File: config.mk
export PLATFORM = sky130hd
export DESIGN_NAME = fetch_queue_flat
export DESIGN_NICKNAME = d
export VERILOG_FILES = /design/src/rtl/fetch_queue_if.sv /design/src/rtl/fetch_queue.sv /design/src/flat_wrapper.sv
export SDC_FILE = /design/constraint.sdc
export NUM_CORES = 1
export LEC_CHECK = 0
export ABC_CLOCK_PERIOD_IN_PS = 3300
export CORE_MARGIN = 2
export CORE_UTILIZATION = 50
export DETAILED_ROUTE_END_ITERATION = 6
export GPL_TIMING_DRIVEN = 0
export PLACE_DENSITY = 0.72
export SYNTH_ARGS = -nofsm -noshare
export SYNTH_HDL_FRONTEND = slang
export SYNTH_SLANG_ARGS = --single-unit
export TNS_END_PERCENT = 100
File: constraint.sdc
create_clock -name clka -period 3.3 [get_ports clka]
set_clock_uncertainty 0.2 [all_clocks]
set_input_delay 0.66 -clock clka [delete_from_list [all_inputs] [get_ports clka]]
set_output_delay 0.66 -clock clka [all_outputs]
set_load 0.01 [all_outputs]
File: src/rtl/fetch_queue_if.sv
// Fetch-stage bus: memory request/response, redirect and decode handshake.
// The master modport is the fetch queue; the slave modport is its environment.
interface fetch_queue_if #(
    parameter int AW = 32,
    parameter int DW = 32
) ();
    logic          req_valid;
    logic [AW-1:0] req_addr;
    logic          req_ready;
    logic          rsp_valid;
    logic [DW-1:0] rsp_data;
    logic          redirect;
    logic [AW-1:0] redirect_pc;
    logic          out_valid;
    logic [DW-1:0] out_instr;
    logic [AW-1:0] out_pc_plus4;
    logic          out_ready;

    modport master (
        output req_valid, req_addr, out_valid, out_instr, out_pc_plus4,
        input  req_ready, rsp_valid, rsp_data, redirect, redirect_pc, out_ready
    );

    modport slave (
        input  req_valid, req_addr, out_valid, out_instr, out_pc_plus4,
        output req_ready, rsp_valid, rsp_data, redirect, redirect_pc, out_ready
    );
endinterface

File: src/rtl/fetch_queue.sv
// Decoupled instruction fetch: sequential requests to a fixed-order memory,
// a circular prefetch buffer of {instr, pc+4}, and redirect-driven flush.
module fetch_queue #(
    parameter int            AW       = 32,
    parameter int            DW       = 32,
    parameter int            DEPTH    = 4,
    parameter logic [AW-1:0] RESET_PC = {AW{1'b0}}
) (
    input logic           clka,
    input logic           rst,
    fetch_queue_if.master bus
);
    localparam int CW = $clog2(DEPTH + 1);
    localparam int PW = $clog2(DEPTH);

    localparam logic [CW-1:0] CNT_ZERO = {CW{1'b0}};
    localparam logic [CW-1:0] CNT_ONE  = CW'(1'b1);
    localparam logic [CW:0]   CAP      = (CW + 1)'(DEPTH);
    localparam logic [PW-1:0] PTR_ZERO = {PW{1'b0}};
    localparam logic [PW-1:0] PTR_ONE  = PW'(1'b1);
    localparam logic [PW-1:0] PTR_LAST = PW'(DEPTH - 1);
    localparam logic [AW-1:0] PC_STEP  = AW'(3'd4);

    logic [AW-1:0] fetch_pc_r;
    logic [AW-1:0] rsp_pc_r;
    logic [DW-1:0] instr_r [DEPTH];
    logic [AW-1:0] pc4_r   [DEPTH];
    logic [PW-1:0] rd_ptr_r;
    logic [PW-1:0] wr_ptr_r;
    logic [CW-1:0] count_r;
    logic [CW-1:0] inflight_r;
    logic [CW-1:0] drop_r;

    logic          req_valid_s;
    logic          req_fire_s;
    logic          rsp_ok_s;
    logic          push_s;
    logic          pop_s;
    logic [CW:0]   occupancy_s;
    logic [CW-1:0] inflight_nxt_s;

    function automatic logic [PW-1:0] ptr_next(input logic [PW-1:0] ptr);
        if (ptr == PTR_LAST) begin
            return PTR_ZERO;
        end else begin
            return ptr + PTR_ONE;
        end
    endfunction

    // Request is held off while in reset, while redirecting, or when every slot is claimed.
    assign occupancy_s = {1'b0, count_r} + {1'b0, inflight_r};
    assign req_valid_s = rst && !bus.redirect && (occupancy_s < CAP);
    assign req_fire_s  = req_valid_s && bus.req_ready;
    // A response with nothing outstanding is a protocol error and is ignored.
    assign rsp_ok_s    = bus.rsp_valid && (inflight_r != CNT_ZERO);
    assign push_s      = rsp_ok_s && (drop_r == CNT_ZERO) && !bus.redirect;
    assign pop_s       = (count_r != CNT_ZERO) && bus.out_ready;

    assign bus.req_valid    = req_valid_s;
    assign bus.req_addr     = fetch_pc_r;
    assign bus.out_valid    = (count_r != CNT_ZERO);
    assign bus.out_instr    = instr_r[rd_ptr_r];
    assign bus.out_pc_plus4 = pc4_r[rd_ptr_r];

    // Outstanding-request count after this cycle's issue and response.
    always_comb begin
        inflight_nxt_s = inflight_r;
        if (req_fire_s && !rsp_ok_s) begin
            inflight_nxt_s = inflight_r + CNT_ONE;
        end else if (!req_fire_s && rsp_ok_s) begin
            inflight_nxt_s = inflight_r - CNT_ONE;
        end else begin
            inflight_nxt_s = inflight_r;
        end
    end

    // PCs, pointers and counters; redirect overrides every other update.
    always_ff @(posedge clka or negedge rst) begin
        if (!rst) begin
            fetch_pc_r <= RESET_PC;
            rsp_pc_r   <= RESET_PC;
            rd_ptr_r   <= PTR_ZERO;
            wr_ptr_r   <= PTR_ZERO;
            count_r    <= CNT_ZERO;
            inflight_r <= CNT_ZERO;
            drop_r     <= CNT_ZERO;
        end else if (bus.redirect) begin
            fetch_pc_r <= bus.redirect_pc;
            rsp_pc_r   <= bus.redirect_pc;
            rd_ptr_r   <= PTR_ZERO;
            wr_ptr_r   <= PTR_ZERO;
            count_r    <= CNT_ZERO;
            inflight_r <= inflight_nxt_s;
            drop_r     <= inflight_nxt_s;
        end else begin
            inflight_r <= inflight_nxt_s;
            if (req_fire_s) begin
                fetch_pc_r <= fetch_pc_r + PC_STEP;
            end
            if (rsp_ok_s && (drop_r != CNT_ZERO)) begin
                drop_r <= drop_r - CNT_ONE;
            end
            if (push_s) begin
                wr_ptr_r <= ptr_next(wr_ptr_r);
                rsp_pc_r <= rsp_pc_r + PC_STEP;
            end
            if (pop_s) begin
                rd_ptr_r <= ptr_next(rd_ptr_r);
            end
            if (push_s && !pop_s) begin
                count_r <= count_r + CNT_ONE;
            end else if (!push_s && pop_s) begin
                count_r <= count_r - CNT_ONE;
            end
        end
    end

    // Buffer storage; cleared on reset so the head reads as zero when empty.
    always_ff @(posedge clka or negedge rst) begin
        if (!rst) begin
            for (int i = 0; i < DEPTH; i++) begin
                instr_r[i] <= {DW{1'b0}};
                pc4_r[i]   <= {AW{1'b0}};
            end
        end else if (push_s) begin
            instr_r[wr_ptr_r] <= bus.rsp_data;
            pc4_r[wr_ptr_r]   <= rsp_pc_r + PC_STEP;
        end
    end
endmodule

File: src/flat_wrapper.sv
// flat-port wrapper written by rule: the top's interface ports become plain ports
module fetch_queue_flat 
#(
    parameter int            AW       = 32,
    parameter int            DW       = 32,
    parameter int            DEPTH    = 4,
    parameter logic [AW-1:0] RESET_PC = {AW{1'b0}}
)
  (clka, rst, bus_req_valid, bus_req_addr, bus_out_valid, bus_out_instr, bus_out_pc_plus4, bus_req_ready, bus_rsp_valid, bus_rsp_data, bus_redirect, bus_redirect_pc, bus_out_ready);
  fetch_queue_if #(.AW(AW), .DW(DW)) bus_i ();
  input logic clka;
  input logic rst;
  output wire logic [$bits(bus_i.req_valid)-1:0] bus_req_valid;
  output wire logic [$bits(bus_i.req_addr)-1:0] bus_req_addr;
  output wire logic [$bits(bus_i.out_valid)-1:0] bus_out_valid;
  output wire logic [$bits(bus_i.out_instr)-1:0] bus_out_instr;
  output wire logic [$bits(bus_i.out_pc_plus4)-1:0] bus_out_pc_plus4;
  input wire logic [$bits(bus_i.req_ready)-1:0] bus_req_ready;
  input wire logic [$bits(bus_i.rsp_valid)-1:0] bus_rsp_valid;
  input wire logic [$bits(bus_i.rsp_data)-1:0] bus_rsp_data;
  input wire logic [$bits(bus_i.redirect)-1:0] bus_redirect;
  input wire logic [$bits(bus_i.redirect_pc)-1:0] bus_redirect_pc;
  input wire logic [$bits(bus_i.out_ready)-1:0] bus_out_ready;
  assign bus_req_valid = bus_i.req_valid;
  assign bus_req_addr = bus_i.req_addr;
  assign bus_out_valid = bus_i.out_valid;
  assign bus_out_instr = bus_i.out_instr;
  assign bus_out_pc_plus4 = bus_i.out_pc_plus4;
  assign bus_i.req_ready = bus_req_ready;
  assign bus_i.rsp_valid = bus_rsp_valid;
  assign bus_i.rsp_data = bus_rsp_data;
  assign bus_i.redirect = bus_redirect;
  assign bus_i.redirect_pc = bus_redirect_pc;
  assign bus_i.out_ready = bus_out_ready;
  fetch_queue #(.AW(AW), .DW(DW), .DEPTH(DEPTH), .RESET_PC(RESET_PC)) u_core (.clka(clka), .rst(rst), .bus(bus_i));
endmodule
==> results.tsv <==
stage	metric	value	unit
global_route	initial antenna violation count	0	
finish	post-route cell area	0.0194	mm²
global_route	first-pass GRT wire length	65400	µm
synth	Unique masters post-synth	55	
sta	worst-margin pin slew	704	ps
power	Int Pwr	9.79	mW
drt	Routed WL per cell	21.0	µm
cts	clock buffer depth	3	
placed_design	DP HPWL	27300	µm
synth	mux contribution to synthesized area	19.7	%
floorplanning	# IOs	168	
worst_setup_path	setup slack, reg-to-reg	200	ps
power	combinational power share	31.4	%
global_route	GR Util All Layers	25.4	%
run_status	outcome	finished, final reports clean	
finish	Fill cells	2348	
worst_setup_path	crit path cell chain	clkbuf_4, clkbuf_4, mux4_2, clkdlybuf4s50_1	
power	Sw Pwr	4.13	mW
worst_setup_path	number of cells on the worst reg-to-reg path	12	
cts	clk root buf	clkbuf_16	
synth	Seq/Total Area, Yosys	53.4	%
worst_setup_path	Crit Path Class	flip-flop to output port	
placed_design	port buffer count	167	
worst_setup_path	Top delay family on crit path	buffers and inverters	
synth	Ys Warns	0	
worst_setup_path	Crit. End Element	output port	
drt	ANT nets after route	0	
finish	Non-Filler Instances	1948	
sta	setup tns final	0	ps
synth	Syn Nets	1395	
synth	Commonest cells post-synth	333 x dfrtp_1, 204 x nand2_1, 142 x mux2_2, 111 x o21ai_0, 64 x mux4_2	
sta	final count of pins violating max slew	0	
sta	Final setup viols	0	
cts	clk_lat worst skew	520	ps
drt	DRC	0	
worst_setup_path	CP startpoint	u_core.rd_ptr_r[1]	
placed_design	dpl ws	-757	ps
synth	Post-Syn Area	0.0156	mm²
worst_setup_path	Critical-path top delay cell	clkdlybuf4s50_1	
hold_path	Hold Path Class	primary input to asynchronous set/reset pin	
finish	area grow syn2layout	24.1	%
floorplanning	core area	0.0307	mm²
placed_design	placed insts	1875	
worst_setup_path	type of origin of the critical path	flip-flop	
sta	max_slew headroom	52.8	%
worst_setup_path	slowest stage delay, CP	490	ps
run	max-cap violations	0	
cts	post-CTS setup buffers	0	
power	peak supply drop	0.343	mV
cts	clk slew on worst S/H paths	60	ps
drt	routed vias/inst	5.86	
finish	number of diodes	0	
finish	share of cells above drive strength 1	22.3	%
cts	CTS tree	yes	
cts	clock sinks	333	
synth	most instantiated library cell after synthesis	dfrtp_1	
worst_setup_path	Crit path required time	2440	ps
cts	CTS H-Tree Depth	2	
global_route	largest net degree at the start of global routing	120	
synth	top_reg_cell synth	dfrtp_1	
sta	fmax	307	MHz
sta	fin crit share	98.8	%
power	pwr dens	718	mW/mm²
power	Leakage	8.44	nW
worst_setup_path	CP arrival	2400	ps
global_route	vias in the first global route	11700	
placed_design	DP Area	0.0178	mm²
sta	worst hold slack	8.85	ps
synth	fraction of the mapped netlist area in adder cells	1.25	%
drt	drt pass-1 iters	5	
synth	Synth Instances	1310	
synth	#FFs+latches synth	333	
sta	unrepaired setup endpoints after global routing	false	
floorplanning	Die ar.	0.0327	mm²
worst_setup_path	Worst R2R Start	u_core.inflight_r[1]	
worst_setup_path	crit-path most repeated cell	clkbuf_4	
synth	Avg Cell Area, Syn	11.9	µm²
global_route	total gr overflow	0	
synth	Post-synth ARST share	100	%
synth	largest cells by area after synthesis	dfrtp_1 53%, mux2_2 10%, mux4_2 9.2%	
sta	worst setup margin	39.4	ps
drt	Routed WL	40900	µm
power	clock share of power	30.1	%
floorplanning	die width	181	µm
drt	First DRT Iteration DRCs	790	
sta	Hold Violations, Final	0	
synth	XOR/XNOR share of the synthesized area	3.69	%
sta	crit path time final	3260	ps
finish	fin util	63.2	%
power	Design Power	13.9	mW
floorplanning	Initial Util	50.9	%
placed_design	RD Place Congestion	0.891	
synth	Post-synth EDFFs	0	
synth	post-synth top area cell	dfrtp_1	
synth	Simple-Gate Fraction of Synth Area	11.5	%
cts	total CTS buffers	37	
synth	post-synth top area share	53.4	%
worst_setup_path	crit path buf inv count	3	
floorplanning	die span in y	181	µm
power	Flop pwr share	38.5	%
finish	# nets final	1609	
power	Net Sw Frac	29.7	%
synth	largest family of logic cells by synthesized area	multiplexers	
synth	Synth Area in Compound Gates	7.52	%
drt	via count	11400	
worst_setup_path	Worst Path Max Fanout	10	
floorplanning	num rows	64	
worst_setup_path	stages on the worst setup path	4	
kinds of logic (layout without fill, tap and decap cells):
family	after synthesis	after routing
and+or+nand+nor	367	367
AOI/OAI and AO/OA	214	214
xor gates and xnor gates	65	65
DFF	333	333
buffers and inverters	107	349
adders and majority gates	15	15
muxes	209	209
metal layers:
metal  routed length [µm]  part of all wire (%)  GRT usage (%)
met5                    0                     0              0
met4                 1050                   2.6           7.84
met3                 2580                   6.3           4.11
met2                19900                    49           41.3
met1                17300                    42           35.2
power groups by stage:
stage	logic (mW)	clock network [mW]	registers, mW
2_1_floorplan	2.43	0	5.26
3_3_place_gp	4.15	0	5.37
3_5_place_dp	4.27	0	5.39
4_1_cts	4.39	4.23	5.34
5_1_grt	4.72	4.44	5.45
6_report	4.37	4.18	5.36
state kept, by name, indices dropped and copies added, names as in the netlist:
signal and flops:
u_core.count_r 3, u_core.inflight_r 3, u_core.bus.req_addr 32, u_core.drop_r 3, u_core.rd_ptr_r 2, u_core.instr_r 128, u_core.pc4_r 128, u_core.rsp_pc_r 32
u_core.wr_ptr_r 2
layout by cell type (no fill, tap or decap), types with 4 or more instances in the layout:
cell / n
o21ai_0: 111
nor3_1: 10
o211ai_1: 13
clkbuf_1: 39
inv_1: 21
clkinv_2: 7
clkbuf_4: 4
buf_1: 4
nor2_1: 28
o311ai_0: 10
mux4_2: 64
clkbuf_8: 12
and3_1: 14
xor2_1: 37
a31oi_1: 6
buf_2: 25
buf_4: 7
nand3_1: 45
xnor2_1: 27
nand2_1: 204
mux2_2: 142
a21oi_1: 9
or3_1: 6
clkdlybuf4s50_1: 166
buf_16: 7
clkbuf_16: 37
dfrtp_1: 332
ha_1: 14
nand4_1: 25
o21ai_1: 59
cell type report:
class / instances / area [µm²] / area share [%]
buffer: 85 / 495 / 2.56
clock buffer: 53 / 1100 / 5.65
clock inverter: 14 / 151 / 0.781
inverter: 22 / 82.6 / 0.426
multi-input combinational: 870 / 6810 / 35.1
sequential: 333 / 8330 / 43.0
tap: 396 / 495 / 2.56
timing repair buffer: 175 / 1920 / 9.90
worst register-to-register path, stage by stage (launching register included):
cell and delay [ps]:
dfrtp_1 410, inv_1 80, ha_1 180, ha_1 200, nor4bb_1 270, clkbuf_1 410, buf_2 360, and3_1 210
fa_1 180, nand2_1 50, o21ai_0 220, xnor2_1 150, nor2_1 60
what timing repair did:
item	CTS	global route
hold buffers	4	0
hold endpoints to repair	103	0
gates cloned	2	0
resized for setup	38	6
setup endpoints to repair	62	32
path summary, 6_finish.rpt:
kind                                                end
worst max-delay path                  bus_out_instr[18]
worst min-delay path                 u_core.instr_r[27]
worst max register to register        u_core.count_r[2]
worst min register to register         u_core.pc4_r[65]
max in group asynchronous       u_core.bus.req_addr[16]
min in group clka                      u_core.pc4_r[65]
Power figures use the tool's default switching activity.
==> patch: new RTL, config.mk and constraints unchanged <==
Make the reset (`rst`) synchronous in 2 clocked blocks.
--- a/src/rtl/fetch_queue.sv
+++ b/src/rtl/fetch_queue.sv
@@ -75,7 +75,7 @@
     end
 
     // PCs, pointers and counters; redirect overrides every other update.
-    always_ff @(posedge clka or negedge rst) begin
+    always_ff @(posedge clka) begin
         if (!rst) begin
             fetch_pc_r <= RESET_PC;
             rsp_pc_r   <= RESET_PC;
@@ -116,7 +116,7 @@
     end
 
     // Buffer storage; cleared on reset so the head reads as zero when empty.
-    always_ff @(posedge clka or negedge rst) begin
+    always_ff @(posedge clka) begin
         if (!rst) begin
             for (int i = 0; i < DEPTH; i++) begin
                 instr_r[i] <= {DW{1'b0}};
Check against the original RTL: differs if rst is asserted again (counterexample within 4 cycles, from zero or initial values and one cycle with rst low); with rst held inactive, the same outputs for 4 cycles.
==> patch against the original RTL <==
  * Critical path depth decreased by 1
  * Final area decreased by 3.0%
  * Area after synthesis is 1.9% lower
  * Setup slack better by 29 ps
  * Sequential cell count up 2
  * Wire length fell by 10%
  * Count of clock-buffer cells in the layout shrank 3
  * Final cell count down 5.7%
  * Largest cell class unchanged
Power is not compared: it rests on default switching activity, and its combinational part moved more than twofold at a synthesized area within 25%.
==> patch: results (changes against the original RTL) <==
Drt
  – Total Wirelength: 36.63 mm (-10%)
  – 1st-iter DRT viols: 727 (-8.0%)

Logic synthesis
  – Synth Area in XOR/XNOR: 0.03773 (+0.0007937)
  – Post-synth EDFFs: 256 (+256)
  – Share of the yosys chip area belonging to registers: 0.6050 (+0.07138)
  – Net Count, Synth: 1,291 (-7.5%)
  – Async S/R FF share, synth: 0 (-1.000)
  – Mux contribution to synthesized area: 0.09760 (-0.09904)
  – Cells after Synth: 1,208 (-7.8%)
  – Compound-Gate Fraction of Synth Area: 0.05366 (-0.02150)
  – Mapped Area: 0.01532 mm2 (-1.9%)
  – Post-synth top cells: 256 x edfxtp_1, 147 x and2_1, 146 x nor2_1, 79 x dfxtp_1, 64 x mux4_2

Run status
  – Status: finished, final reports clean

Clock network
  – TritonCTS buffer count: 36 (-2.7%)

Place
  – Final GP Congestion: 0.9149 (+2.6%)
  – Pre-CTS setup slack: -1098 ps (-341.6 ps)
  – IO Port Bufs: 166 (-0.60%)
  – DPL Wire Length: 24.29 mm (-11%)

Global routing
  – Global-route usage over all layers: 0.2298 (-0.02383)
  – Largest net degree at the start of global routing: 60 (-50%)
  – Number of global-route vias before repair: 10,410 (-11%)

Cells and area
  – Nets: 1,498 (-6.9%)
  – Layout cells sized above 1: 0.1235 (-0.09941)

STA
  – Worst Max-Slew Pin Slew: 913.2 ps (+208.9 ps)

Setup path
  – Critical Path AT: 2370 ps (-30 ps)
[patch: path summary, 6_finish.rpt]
check                              start  slack [ps]                      to  depth (start not counted)
setup reg to reg    u_core.inflight_r[0]         210   u_core.instr_r[1][11]                         10
hold / removal    u_core.bus.req_addr[0]         260  u_core.bus.req_addr[0]                          2
hold reg to reg   u_core.bus.req_addr[0]         260  u_core.bus.req_addr[0]                          2
setup / recovery               flip-flop          70    bus_out_pc_plus4[28]                          3
[patch: kinds of logic after synthesis]
logic type,Yosys count
AOI/OAI and AO/OA,141
xor gates and xnor gates,66
adders and majority gates,15
buffers and inverters,96
DFF,335
muxes,69
and+or+nand+nor,486
[patch: timing repair]
item,CTS,global route
setup endpoints to repair,246,222
cloned,0,1
endpoints found under the hold margin,0,0
pin swaps,1,0
buffers inserted,1,0
gates resized for setup,19,6
[patch: where the power goes]
| part | leakage [nW] | total, mW | internal [mW] | switching, mW |
|---|---|---|---|---|
| combinational | 2.74 | 1.40 | 0.667 | 0.738 |
| sequential | 3.30 | 4.94 | 4.79 | 0.147 |
| clock | 0.550 | 3.82 | 2.23 | 1.59 |
| total | 6.59 | 10.2 | 7.69 | 2.47 |
[patch: final cells by class]
cell class                      count  area (um2)
Fill cell                        2335       11540
Sequential cell                   335        9274
Multi-Input combinational cell    777        5713
Clock buffer                       50        1015
Timing Repair Buffer              172        1804
Inverter                           15       56.30
Clock inverter                     14       96.34
Tap cell                          396       495.5
Buffer                             78       351.6
[patch: layer usage]
layer  part of all wire  vias up  track usage
met5                  0        -            0
li1                   -     4856            -
met3              0.063       81      0.03372
met2               0.49      437       0.3946
met1               0.42     5021       0.2983
met4              0.034        0      0.08062
[patch: worst max-delay path, stage by stage (launching register included)]
cell and delay [ps]:
dfxtp_4 480, buf_4 290, mux4_2 580, clkdlybuf4s50_1 500
